===== src/rtl/pipe_skid_reg_pkg.sv =====
// pipe_skid_reg_pkg: shared constants for the two-entry skid pipeline register.
// The state encoding equals the entry count, so the state register is the occupancy.
package pipe_skid_reg_pkg;

    localparam int unsigned ST_W = 2;

    localparam logic [ST_W-1:0] ST_EMPTY = 2'd0;
    localparam logic [ST_W-1:0] ST_BUSY  = 2'd1;
    localparam logic [ST_W-1:0] ST_FULL  = 2'd2;

endpackage


===== src/rtl/pipe_skid_reg_flopenr.sv =====
// flopenr: WIDTH-bit register with load enable and async active-high reset to 0.
// Ports: clk, reset, en (load), d (next value), q (held value).
module flopenr #(
    parameter int unsigned WIDTH = 32
) (
    input  logic             clk,
    input  logic             reset,
    input  logic             en,
    input  logic [WIDTH-1:0] d,
    output logic [WIDTH-1:0] q
);

    always_ff @(posedge clk or posedge reset) begin
        if (reset) begin
            q <= '0;
        end else if (en) begin
            q <= d;
        end
    end

endmodule


===== src/rtl/pipe_skid_reg.sv =====
// pipe_skid_reg: two-entry elastic register (main + skid) with valid/ready on both sides.
// Ports: clk, reset (async), flush (sync); in_valid/in_ready/in_data upstream;
// out_valid/out_ready/out_data downstream; occupancy = entries held (0..2).
module pipe_skid_reg
    import pipe_skid_reg_pkg::*;
#(
    parameter int unsigned WIDTH = 32
) (
    input  logic             clk,
    input  logic             reset,
    input  logic             flush,
    input  logic             in_valid,
    output logic             in_ready,
    input  logic [WIDTH-1:0] in_data,
    output logic             out_valid,
    input  logic             out_ready,
    output logic [WIDTH-1:0] out_data,
    output logic [1:0]       occupancy
);

    logic [ST_W-1:0]  r_state;
    logic [ST_W-1:0]  w_state_nxt;
    logic             w_in_fire;
    logic             w_out_fire;
    logic             w_main_en;
    logic             w_skid_en;
    logic [WIDTH-1:0] w_main_d;
    logic [WIDTH-1:0] w_skid_q;

    // Handshake outputs come from the state register only.
    assign out_valid = (r_state != ST_EMPTY);
    assign in_ready  = (r_state != ST_FULL);
    assign occupancy = r_state;

    assign w_in_fire  = in_valid & in_ready;
    assign w_out_fire = out_valid & out_ready;

    // Head refills from the skid entry when draining FULL, otherwise from upstream.
    assign w_main_d = (r_state == ST_FULL) ? w_skid_q : in_data;

    always_comb begin
        w_state_nxt = r_state;
        w_main_en   = 1'b0;
        w_skid_en   = 1'b0;
        unique case (1'b1)
            (r_state == ST_EMPTY): begin
                if (w_in_fire) begin
                    w_main_en   = 1'b1;
                    w_state_nxt = ST_BUSY;
                end
            end
            (r_state == ST_BUSY): begin
                if (w_in_fire && w_out_fire) begin
                    w_main_en = 1'b1;
                end else if (w_in_fire) begin
                    w_skid_en   = 1'b1;
                    w_state_nxt = ST_FULL;
                end else if (w_out_fire) begin
                    w_state_nxt = ST_EMPTY;
                end
            end
            (r_state == ST_FULL): begin
                if (w_out_fire) begin
                    w_main_en   = 1'b1;
                    w_state_nxt = ST_BUSY;
                end
            end
            default: begin
                w_state_nxt = ST_EMPTY;
            end
        endcase
        // Flush empties the buffer; an out_fire on the same edge is still
        // consumed downstream, but no entry is loaded.
        if (flush) begin
            w_state_nxt = ST_EMPTY;
            w_main_en   = 1'b0;
            w_skid_en   = 1'b0;
        end
    end

    always_ff @(posedge clk or posedge reset) begin
        if (reset) begin
            r_state <= ST_EMPTY;
        end else begin
            r_state <= w_state_nxt;
        end
    end

    flopenr #(.WIDTH(WIDTH)) u_main (
        .clk   (clk),
        .reset (reset),
        .en    (w_main_en),
        .d     (w_main_d),
        .q     (out_data)
    );

    flopenr #(.WIDTH(WIDTH)) u_skid (
        .clk   (clk),
        .reset (reset),
        .en    (w_skid_en),
        .d     (in_data),
        .q     (w_skid_q)
    );

endmodule


===== config.mk =====
export PLATFORM = sky130hd
export DESIGN_NAME = pipe_skid_reg
export DESIGN_NICKNAME = d
export VERILOG_FILES = /design/src/rtl/pipe_skid_reg_pkg.sv /design/src/rtl/pipe_skid_reg_flopenr.sv /design/src/rtl/pipe_skid_reg.sv
export SDC_FILE = /design/constraint.sdc
export NUM_CORES = 1
export LEC_CHECK = 0
export BUFFER_PORTS_ARGS = -buffer_cell sky130_fd_sc_hd__buf_2
export CORE_MARGIN = 4
export CORE_UTILIZATION = 50
export DETAILED_ROUTE_END_ITERATION = 8
export GPL_ROUTABILITY_DRIVEN = 1
export GPL_TIMING_DRIVEN = 1
export HOLD_SLACK_MARGIN = 0.03
export MAX_ROUTING_LAYER = met4
export PLACE_DENSITY = 0.84
export SYNTH_ARGS = -nofsm -noshare
export SYNTH_HDL_FRONTEND = slang
export SYNTH_SLANG_ARGS = --single-unit

===== constraint.sdc =====
create_clock -name clk -period 4.87 [get_ports clk]
set_clock_uncertainty 0.15 [all_clocks]
set_input_delay 0.7305 -clock clk [delete_from_list [all_inputs] [get_ports clk]]
set_output_delay 0.7305 -clock clk [all_outputs]
set_load 0.03 [all_outputs]

==> results.json <==
{
  "cts_buffers": 9,
  "dieArea_sq_um": 7400,
  "synthSimpleGateAreaFrac_pct": 13.4,
  "synth_seq_area_share_pct": 54.3,
  "start_util_pct": 51.4,
  "rows": 28,
  "syn_inst": 255,
  "cts_root_buffer": "clkbuf_8",
  "start_kind": "register",
  "drcViolationCount": 0,
  "cp-startpoint": "occupancy[1]$_DFFE_PP0P_",
  "maxCapViolations": 0,
  "cts.sinks": 66,
  "reg2reg_from": "occupancy[0]$_DFFE_PP0P_",
  "critPathBufInv": 2,
  "wl_per_cell_um": 14.3,
  "core-area_sq_um": 5920,
  "yosys.area.top_type_share_pct": 54.3,
  "ctsHoldBuffers": 0,
  "endpoint": "in_ready",
  "fin_crit_ns": 2.93,
  "synth_nets": 292,
  "max_slew_margin_pct": 29.4,
  "cts_tree": "done",
  "reg2reg_to": "u_main.q[6]$_DFFE_PP0P_",
  "ys_warn_count": 0,
  "path_clk_slew_ns": 0.07,
  "r2r_slack_ns": 2.44,
  "status": "completed",
  "vias": 1995,
  "grt_remaining_overflow": 0,
  "cp_max_fo": 33,
  "synthAdderAreaFrac_pct": 0,
  "antenna_cells": 0,
  "io_buffers": 72,
  "htree_levels": 3,
  "final-hold-violation-count": 0,
  "die_y_um": 86.0,
  "synthMuxAreaShare_pct": 27.7,
  "endpoint_kind": "output pin",
  "powerDensity_nw_per_um2": 456,
  "required_ns": 3.99,
  "drive_above_1_share_pct": 48.3,
  "worst_slew_pin_slew_ns": 1.06,
  "avgViaCountPerCell": 4.89,
  "synth_edf_count": 0,
  "antenna_found_initial": 0,
  "r2r_cells": 6,
  "ys_seq_elements": 66,
  "path_cells": "nor2b_2 > inv_1 > buf_2",
  "synth-main-ff-cell": "dfrtp_1",
  "postCtsSetupRepairBufs": 0,
  "ys_types": 20,
  "clock_path_buffers": 2,
  "ys_async_sr_fraction_pct": 100,
  "dr.first_iter.drc_count": 90,
  "critical_path_class": "reg -> out",
  "hold_path.class": "reg -> reg",
  "utilization_pct": 61.8,
  "synth.area.top_cells": "dfrtp_1, mux2_4, mux2_2",
  "hpwl_um": 3830,
  "p_leak_nw": 1.89,
  "antenna_left": 0,
  "die_w_um": 86.0,
  "yosys.area.top_type": "dfrtp_1",
  "fillers": 479,
  "worstPathArrival_ns": 2.05,
  "synth.cell_area_sq_um": 3040,
  "pre_cts_ws_ns": 2.27,
  "max_freq_mhz": 342,
  "drtPass1Iterations": 4,
  "synth_top_family_by_area": "multiplexers",
  "ios": 73,
  "cpMaxStageDelayCell": "inv_1",
  "avgSynthCellArea_sq_um": 11.9,
  "grt_max_degree": 67,
  "fin_crit_sh_pct": 60.1,
  "synth_compound_area_share_pct": 1.48,
  "final.setup.worst_slack_ns": 1.94,
  "cts_resized": 0,
  "path_delay_family": "buffers and inverters",
  "grt_pass1_vias": 2125,
  "areaGrowthSynthToFinish_pct": 20.3,
  "ir_worst_vdd_mv": 0.243,
  "finalMaxSlewViolations": 0,
  "max_stage_delay_ns": 0.77,
  "track_usage_pct": 18.4,
  "nets": 365,
  "grt_pass1_wl_um": 10300,
  "crit_cells": 3,
  "synth-xor-area-share_pct": 0,
  "wl_um": 5850,
  "clk_latency_ns": 0.33,
  "gp_congestion": 0.717,
  "rsz0062_at_grt": "false",
  "setup-violations-final": 0,
  "final.setup.tns_ns": 0
}
## through the flow
step	hold slack, ns	cells	power [mW]	cell area (sq um)
final	0.353	408	1.67	3660
after global routing	0.374	408	1.76	3660
after CTS	0.358	408	1.69	3660
after detailed placement	0.339	392	1.18	3440
after global placement	0.336	392	1.16	3440
after floorplan	0.329	255	1.06	3040
## cell type report
cell class              instances  area (sq um)  share of cell area [%]
clock buffers                  11           141                    3.86
flip-flops and latches         66          1650                    45.1
clock inverters                 5          77.6                    2.12
well taps                      75          93.8                    2.56
inverters                       2          7.51                   0.205
repair buffers                 75           383                    10.5
multi-input cells             174          1310                    35.7
## report_power, final
| part | switching [mW] | internal, mW | total [mW] |
|---|---|---|---|
| sequential | 0.0711 | 0.680 | 0.751 |
| clock | 0.199 | 0.301 | 0.500 |
| combinational | 0.221 | 0.195 | 0.416 |
| total | 0.492 | 1.18 | 1.67 |
## placed cells by master, fill, tap and decap left out, types with 2 or more instances in the layout
cell type,n
nand2_1,96
buf_2,72
dfrtp_1,66
mux2_2,34
mux2_4,30
clkbuf_8,10
nor2_1,3
buf_4,3
clkinv_2,2
bufinv_16,2
## worst register-to-register path: stages (launching register included)
cell and delay, ns:
dfrtp_1 0.47, nor2b_2 0.16, buf_4 0.37, o21ai_4 0.13, a21oi_4 0.12, buf_4 0.51
mux2_2 0.41
## cell families (layout without fill, tap and decap cells)
family	Yosys count	in the layout
AOI/OAI and AO/OA	4	4
buffers and inverters	15	93
and+or+nand+nor	105	105
muxes	65	65
DFF	66	66
## cells in the mapped netlist (all sizes together), types with 2 or more instances
cell     n
nor2     3
dfrtp   66
nand2   96
inv      2
clkbuf   3
mux2    64
a21oi    2
buf     10
## sequential cells by signal (all words and copies together) (netlist names)
signal	count
u_skid.q	32
occupancy	2
u_main.q	32
## worst min-delay path by stage
stage | startpoint | to | slack (ns) | cells after the start
2_1_floorplan | u_skid.q[30]$_DFFE_PP0P_ | u_skid.q[30]$_DFFE_PP0P_ | 0.33 | 1
3_3_place_gp | u_skid.q[31]$_DFFE_PP0P_ | u_skid.q[31]$_DFFE_PP0P_ | 0.34 | 1
3_5_place_dp | u_main.q[17]$_DFFE_PP0P_ | u_main.q[17]$_DFFE_PP0P_ | 0.34 | 1
4_1_cts | u_main.q[17]$_DFFE_PP0P_ | u_main.q[17]$_DFFE_PP0P_ | 0.36 | 1
5_1_grt | u_main.q[13]$_DFFE_PP0P_ | u_main.q[13]$_DFFE_PP0P_ | 0.37 | 1
6_report | u_main.q[17]$_DFFE_PP0P_ | u_main.q[17]$_DFFE_PP0P_ | 0.35 | 1
## routing by layer
metal	GRT usage [%]	wire length, um	up-vias	share of wire [%]
li1	-	-	975	-
met1	22.1	2600	966	44
met2	29.5	2920	45	50
met3	3.55	221	9	3.8
met4	9.06	113	0	1.9
met5	-	0	-	0
No activity file was read; power rests on OpenSTA's default activity.
